`config.mk`:
```
export PLATFORM = sky130hd
export DESIGN_NAME = regfile_writeback
export DESIGN_NICKNAME = d
export VERILOG_FILES = /design/src/rtl/regfile_writeback_pkg.sv /design/src/rtl/rr_arbiter2.sv /design/src/rtl/regfile_writeback.sv
export SDC_FILE = /design/constraint.sdc
export NUM_CORES = 1
export LEC_CHECK = 0
export CAP_MARGIN = 20
export CORE_MARGIN = 2
export CORE_UTILIZATION = 45
export DETAILED_ROUTE_END_ITERATION = 16
export GPL_TIMING_DRIVEN = 0
export PLACE_DENSITY = 0.83
export SLEW_MARGIN = 15
export SYNTH_ARGS = -nofsm -noshare
export SYNTH_HDL_FRONTEND = slang
export SYNTH_SLANG_ARGS = --single-unit
```
`constraint.sdc`:
```
create_clock -name clk -period 4.3 [get_ports clk]
set_clock_uncertainty 0.05 [all_clocks]
set_input_delay 0.86 -clock clk [delete_from_list [all_inputs] [get_ports clk]]
set_output_delay 0.86 -clock clk [all_outputs]
set_load 0.02 [all_outputs]
```
`src/rtl/regfile_writeback_pkg.sv`:
```
// Shared constants and source encoding for the register file write-back path.
package regfile_writeback_pkg;

  localparam int DATA_W = 32;
  localparam int ADDR_W = 5;
  localparam int NREG   = 2 ** ADDR_W;

  typedef enum logic {
    SRC_ALU = 1'b0,
    SRC_MEM = 1'b1
  } src_e;

  localparam logic [ADDR_W-1:0] ZERO_REG = '0;

endpackage

```
`src/rtl/rr_arbiter2.sv`:
```
// Two-requester round-robin arbiter. The source that did not win last time has priority.
module rr_arbiter2
  import regfile_writeback_pkg::*;
(
  input  logic       clk,
  input  logic       rst,
  input  logic       aluValid,
  input  logic       memValid,
  output logic       aluReady,
  output logic       memReady,
  output logic [1:0] grant
);

  src_e lastGrant;

  // Ready is a function of the other source only, so a producer can sample it before raising valid.
  always_comb begin
    aluReady = 1'b0;
    memReady = 1'b0;
    if (!rst) begin
      aluReady = !(memValid && (lastGrant == SRC_ALU));
      memReady = !(aluValid && (lastGrant == SRC_MEM));
    end
    grant          = 2'b00;
    grant[SRC_ALU] = aluValid && aluReady;
    grant[SRC_MEM] = memValid && memReady;
  end

  always_ff @(posedge clk or posedge rst) begin
    if (rst) begin
      lastGrant <= SRC_MEM;
    end else if (grant[SRC_ALU]) begin
      lastGrant <= SRC_ALU;
    end else if (grant[SRC_MEM]) begin
      lastGrant <= SRC_MEM;
    end
  end

endmodule

```
`src/rtl/regfile_writeback.sv`:
```
// Write-side driver for the register file: arbitrates ALU and load results into one
// registered write per cycle and tracks outstanding writes in a busy scoreboard.
module regfile_writeback
  import regfile_writeback_pkg::*;
(
  input  logic              clk,
  input  logic              rst,
  input  logic              aluValid,
  output logic              aluReady,
  input  logic [ADDR_W-1:0] aluAdd,
  input  logic [DATA_W-1:0] aluData,
  input  logic              memValid,
  output logic              memReady,
  input  logic [ADDR_W-1:0] memAdd,
  input  logic [DATA_W-1:0] memData,
  input  logic              reserveEn,
  input  logic [ADDR_W-1:0] reserveAdd,
  output logic [DATA_W-1:0] writeData,
  output logic [ADDR_W-1:0] writeAdd,
  output logic              writeEn,
  output logic [NREG-1:0]   busy,
  output logic              errUnreserved
);

  logic [1:0]        grant;
  logic              transfer;
  logic              doWrite;
  logic [ADDR_W-1:0] selAdd;
  logic [DATA_W-1:0] selData;
  logic [NREG-1:0]   busyNext;

  rr_arbiter2 u_arb (
    .clk      (clk),
    .rst      (rst),
    .aluValid (aluValid),
    .memValid (memValid),
    .aluReady (aluReady),
    .memReady (memReady),
    .grant    (grant)
  );

  always_comb begin
    transfer = |grant;
    selAdd   = grant[SRC_MEM] ? memAdd  : aluAdd;
    selData  = grant[SRC_MEM] ? memData : aluData;
    // Results for r0 are consumed but never reach the register file.
    doWrite  = transfer && (selAdd != ZERO_REG);
  end

  always_ff @(posedge clk or posedge rst) begin
    if (rst) begin
      writeEn   <= 1'b0;
      writeAdd  <= '0;
      writeData <= '0;
    end else begin
      writeEn <= doWrite;
      if (doWrite) begin
        writeAdd  <= selAdd;
        writeData <= selData;
      end
    end
  end

  // Reserve is applied after clear so a same-register reserve keeps the bit set.
  always_comb begin
    busyNext = busy;
    if (writeEn) begin
      busyNext[writeAdd] = 1'b0;
    end
    if (reserveEn && (reserveAdd != ZERO_REG)) begin
      busyNext[reserveAdd] = 1'b1;
    end
  end

  always_ff @(posedge clk or posedge rst) begin
    if (rst) begin
      busy          <= '0;
      errUnreserved <= 1'b0;
    end else begin
      busy <= busyNext;
      if (writeEn && !busy[writeAdd]) begin
        errUnreserved <= 1'b1;
      end
    end
  end

endmodule
```
== Word level (Yosys, flattened, before mapping) ==
Index checks and enable logic that the tools add are counted.

* Magnitude comparators: 4
* Mux-type cells: 14
* Bitwise gates (word level): 4
* Reduce and logical (&&, ||, !) cells: 16

{| class="wikitable"
|+ Operators with widths
! cell !! count
|-
| $mux W32 || 3
|-
| $and A32 B32 Y32 || 1
|-
| $not A32 Y32 || 1
|-
| $or A32 B32 Y32 || 1
|-
| $lt A5 B6 Y1 const B || 2
|-
| $demux W1 S5 || 2
|-
| $ge A5 B1 Y1 const B || 2
|-
| $reduce_bool A5 Y1 || 2
|-
| $logic_and A1 B1 Y1 || 9
|-
| $mux W1 || 7
|-
| $bmux W1 S5 || 1
|-
| $mux W5 || 1
|-
| $logic_not A1 Y1 || 3
|-
| $reduce_bool A2 Y1 || 1
|-
| $reduce_or A2 Y1 || 1
|-
| $not A1 Y1 || 1
|}

* Bits in registers: 72
* Input port bits: 84
* Output and inout bits: 73

== Longest topological paths before layout ==
* Depth after elaboration: 9
* Mapped depth: 6
* Gate-level depth less buffers: 4

== Cells and area by module ==
From an unflattened synthesis, not the netlist that was laid out.

* Cells, all modules: 290
* Area, all modules: 3611.0 um2

{| class="wikitable"
|+ Modules (own cells, without submodules)
! module !! times used !! cells each !! area an instance (um2) !! sequential area each (um2)
|-
| regfile_writeback || 1 || 279 || 3530.9 || 1776.7
|-
| rr_arbiter2 || 1 || 11 || 80.1 || 26.3
|}

== Worst setup path before layout ==
No wires, ideal clock.

* Kind: input to register
* Start: in rst
* End: reg writeData[0]
* Setup time: 0.125 ns
* Arrival time: 3.936 ns
* Setup slack: 0.188 ns
* Stages: 5
* Cell sequence: inv_1 -> o21ai_0 -> a311oi_4 -> buf_6 -> mux2_4

* Word-level cells in the longest chain between the ends: 5
* Elaborated cells on any way between the ends: 9
* Classes of those cells: mux (4); reduce/logical (5)

{| class="wikitable"
|+ RTL lines
! what !! RTL line !! source
|-
| start: declaration || regfile_writeback.sv:7 || <nowiki>input logic rst,</nowiki>
|-
| $mux W1 || rr_arbiter2.sv:20 || <nowiki>if (!rst) begin</nowiki>
|-
| $logic_and A1 B1 Y1 || rr_arbiter2.sv:26 || <nowiki>grant[SRC_MEM] = memValid && memReady;</nowiki>
|-
| $mux W5 || regfile_writeback.sv:44 || <nowiki>selAdd = grant[SRC_MEM] ? memAdd : aluAdd;</nowiki>
|-
| $reduce_bool A5 Y1 || regfile_writeback.sv:47 || <nowiki>doWrite = transfer && (selAdd != ZERO_REG);</nowiki>
|-
| $logic_and A1 B1 Y1 || regfile_writeback.sv:47 ||
|-
| end signal: assignment || regfile_writeback.sv:59 || <nowiki>writeData <= selData;</nowiki>
|-
| end: declaration || regfile_writeback.sv:18 || <nowiki>output logic [DATA_W-1:0] writeData,</nowiki>
|}

Several ways; a longest one is shown, not always the timed one.
A chain may end at the register's enable or synchronous reset.

== Final worst setup path ==
* Start: in rst
* End: out memReady

* Word-level cells in the longest chain between the ends: 1

{| class="wikitable"
|+ RTL lines
! what !! RTL line !! source
|-
| $mux W1 || rr_arbiter2.sv:20 ||
|-
| end: declaration || regfile_writeback.sv:13 || <nowiki>output logic memReady,</nowiki>
|}

Every way passes these cells.

==> out/metrics.csv <==
metric,value,unit
placed insts,563,
Startpoint Class,primary input,
status,"finished, final reports clean",
"critical path fanouts, max",8,
number of clock sinks,72,
final-report max-slew violation count,0,
"Avg Cell Area, Syn",12.34,um2
largest net degree at the start of global routing,43,
Die Ht,95.00,um
Routed Antenna Nets,0,
Main synth FF type,dfrtp_1,
Synth Cell Area,3726,um2
leak pwr,2.223,nW
Worst Tran Pin Value,0.6188,ns
synth-to-layout area growth,51.65,%
Final Setup Violations,0,
min Tclk post-route,3.235,ns
CP Cell Sequence,clkdlybuf4s50_1 > a21oi_4 > clkdlybuf4s50_1,
core area,8134,um2
initial core utilization,0.4581,
vias after detailed routing,3224,
Max VDD drop,0.2179,mV
flop2flop setup slack,2.10,ns
DRC violations left,0,
power density over the cells,482.9,nW/um2
initial antenna violation count,0,
grt ovf,0,
drt wl/cell,18.80,um
"Slowest-stage cell, CP",clkdlybuf4s50_1,
full die area,9024,um2
max cap viols,0,
Die Wd,95.00,um
Synth area leaders,"dfrtp_1, mux2_2, o21ai_0",
Placed Area,5431,um2
fraction of registers with async set/reset,1.000,
largest area contributor in the synthesized netlist,dfrtp_1,
Final period util,0.7523,
Cells after Synth,302,
Slew HR,0.5875,
Synth warnings,0,
cell family with the largest share of critical-path delay,buffers and inverters,
clock tree buffer depth,2,
hold-critical path endpoint,writeData[9]$_DFFE_PP0P_,
Root Buffer,clkbuf_8,
kind of critical path,primary input to output pin,
Final #Nets,553,
Std-Cell Rows,33,
CTS buffer count,9,
H-tree depth,3,
synth unique cells,37,
Worst Setup End Kind,output pin,
post-cts resize count,0,
Via density,5.568,
DP HPWL,8.216,mm
R2R Path End,errUnreserved$_DFFE_PP0P_,
HP Class,flip-flop to flip-flop,
layout cell share with drive strength beyond 1,0.2342,
"Seq/Total Area, Yosys",0.4839,
GRT Total Usage,0.2404,
post-route cell area,5650,um2
DRT Pass-1 Iters,5,
Final GP Congestion,0.7845,
I/O Pins,157,
CP dominant cell by count,clkdlybuf4s50_1,
crit-path max cell delay,0.67,ns
path depth of the worst reg2reg path,5,
1st-iter DRT viols,209,
Post-synth EDFFs,0,
Mapped Nets,386,
Worst EP required,3.39,ns
Hold Buf Count CTS,0,
RSZ-0062 raised after global routing,no,
"Setup Fix Bufs, Post-CTS",0,
Clock transition at path regs,0.08,ns
Worst-Skew Late Latency,0.35,ns
number of port buffers,155,
Non-Filler Instances,579,
hold path depth,1,
startpoint of the worst hold path,writeData[9]$_DFFE_PP0P_,
Buf/Inv on CP,2,
Routed WL,10.89,mm
Ant. Diodes,0,
Fin. Hold Viols,0,
WP data arrival,2.32,ns
Achievable Freq,0.3091,GHz
worst r2r src,writeAdd[1]$_DFFE_PP0P_,
first-pass GRT wire length,16.25,mm
vias in the first global route,3180,
#FFs+latches synth,72,
CTS tree,yes,
Final TNS setup,0,ns
Yosys top cell area share,0.4768,
## registers in the layout, indices dropped and copies added, names as in the netlist
name,cells
writeAdd,5
u_arb.lastGrant,1
writeData,32
writeEn,1
busy,32
errUnreserved,1
## through the flow
stage	utilization	power, mW	setup slack (ns)	hold WS [ns]
finish	0.6947	2.728	1.065	0.4600
global route	0.6947	2.854	0.8794	0.4828
CTS	0.6947	2.741	1.066	0.4625
detailed placement	0.6677	2.138	0.7007	0.4335
global placement	0.6650	2.106	-1.195	0.4240
floorplan	-	1.562	0.1885	0.4158
## metal layers
metal,GRT usage,wire length [um]
met1,0.3227,4236
met2,0.3895,5742
met3,0.04868,747
met4,0.08213,162
met5,0,0
## logic make-up (layout without fill, tap and decap cells)
group,Yosys count,count (layout),share of synthesized area
DFF,72,72,0.4839
and+or+nand+nor,44,44,0.06851
muxes,77,77,0.2754
buffers and inverters,25,197,0.03291
AOI/OAI and AO/OA,84,84,0.1394
## Yosys cell counts, drive strengths merged (2+ instances only)
| master | instances |
|---|---|
| nor2b | 3 |
| a2111oi | 3 |
| a211oi | 3 |
| o21ai | 62 |
| or3 | 2 |
| buf | 8 |
| clkbuf | 7 |
| mux2i | 5 |
| or3b | 4 |
| nor3 | 2 |
| dfrtp | 71 |
| nand2 | 7 |
| o22ai | 5 |
| nor2 | 5 |
| mux2 | 64 |
| nand3b | 6 |
| nand3 | 11 |
| a21oi | 2 |
| mux4 | 8 |
| a311oi | 5 |
| inv | 10 |
## cells in the final DEF, fill, tap and decap left out, drive strengths merged, types with 4 or more instances in the layout
cell	Yosys	final
buf	8	9
o22ai	5	5
or3b	4	4
mux2i	5	5
clkbuf	7	16
nor2	5	5
inv	10	11
a311oi	5	5
clkdlybuf4s50	0	155
dfrtp	71	71
nand3b	6	6
mux4	8	8
nand2	7	7
nand3	11	11
mux2	64	64
o21ai	62	62
## worst register-to-register path, stage by stage (launching register included)
cell	delay (ns)
dfrtp_1	0.40
clkbuf_1	0.50
mux4_2	0.41
nor2b_1	0.17
a2111oi_2	0.39
a41o_1	0.23
## power by group
group / switching [mW] / leakage [nW] / internal [mW]
Sequential: 0.134 / 0.804 / 0.860
Combinational: 0.533 / 1.31 / 0.599
Clock: 0.274 / 0.110 / 0.328
## worst max-delay path by stage
| stage | from | endpoint | slack, ns | cells after the start |
|---|---|---|---|---|
| finish | rst | memReady | 1.07 | 3 |
| global route | rst | writeData[30]$_DFFE_PP0P_ | 0.88 | 7 |
| CTS | rst | writeData[1]$_DFFE_PP0P_ | 1.07 | 7 |
| detailed placement | rst | writeData[14]$_DFFE_PP0P_ | 0.70 | 7 |
| global placement | rst | writeData[30]$_DFFE_PP0P_ | -1.20 | 6 |
| floorplan | rst | writeData[0]$_DFFE_PP0P_ | 0.19 | 5 |
## final cells by class
type	count	area, um2
fill	604	2484
sequential	72	1803
multi-input combinational	205	1800
timing repair buffer	156	1572
tap	105	131.4
clock buffer	9	123.9
clock inverter	7	95.09
buffer	15	85.08
inverter	10	40.04
Power figures use the tool's default switching activity.
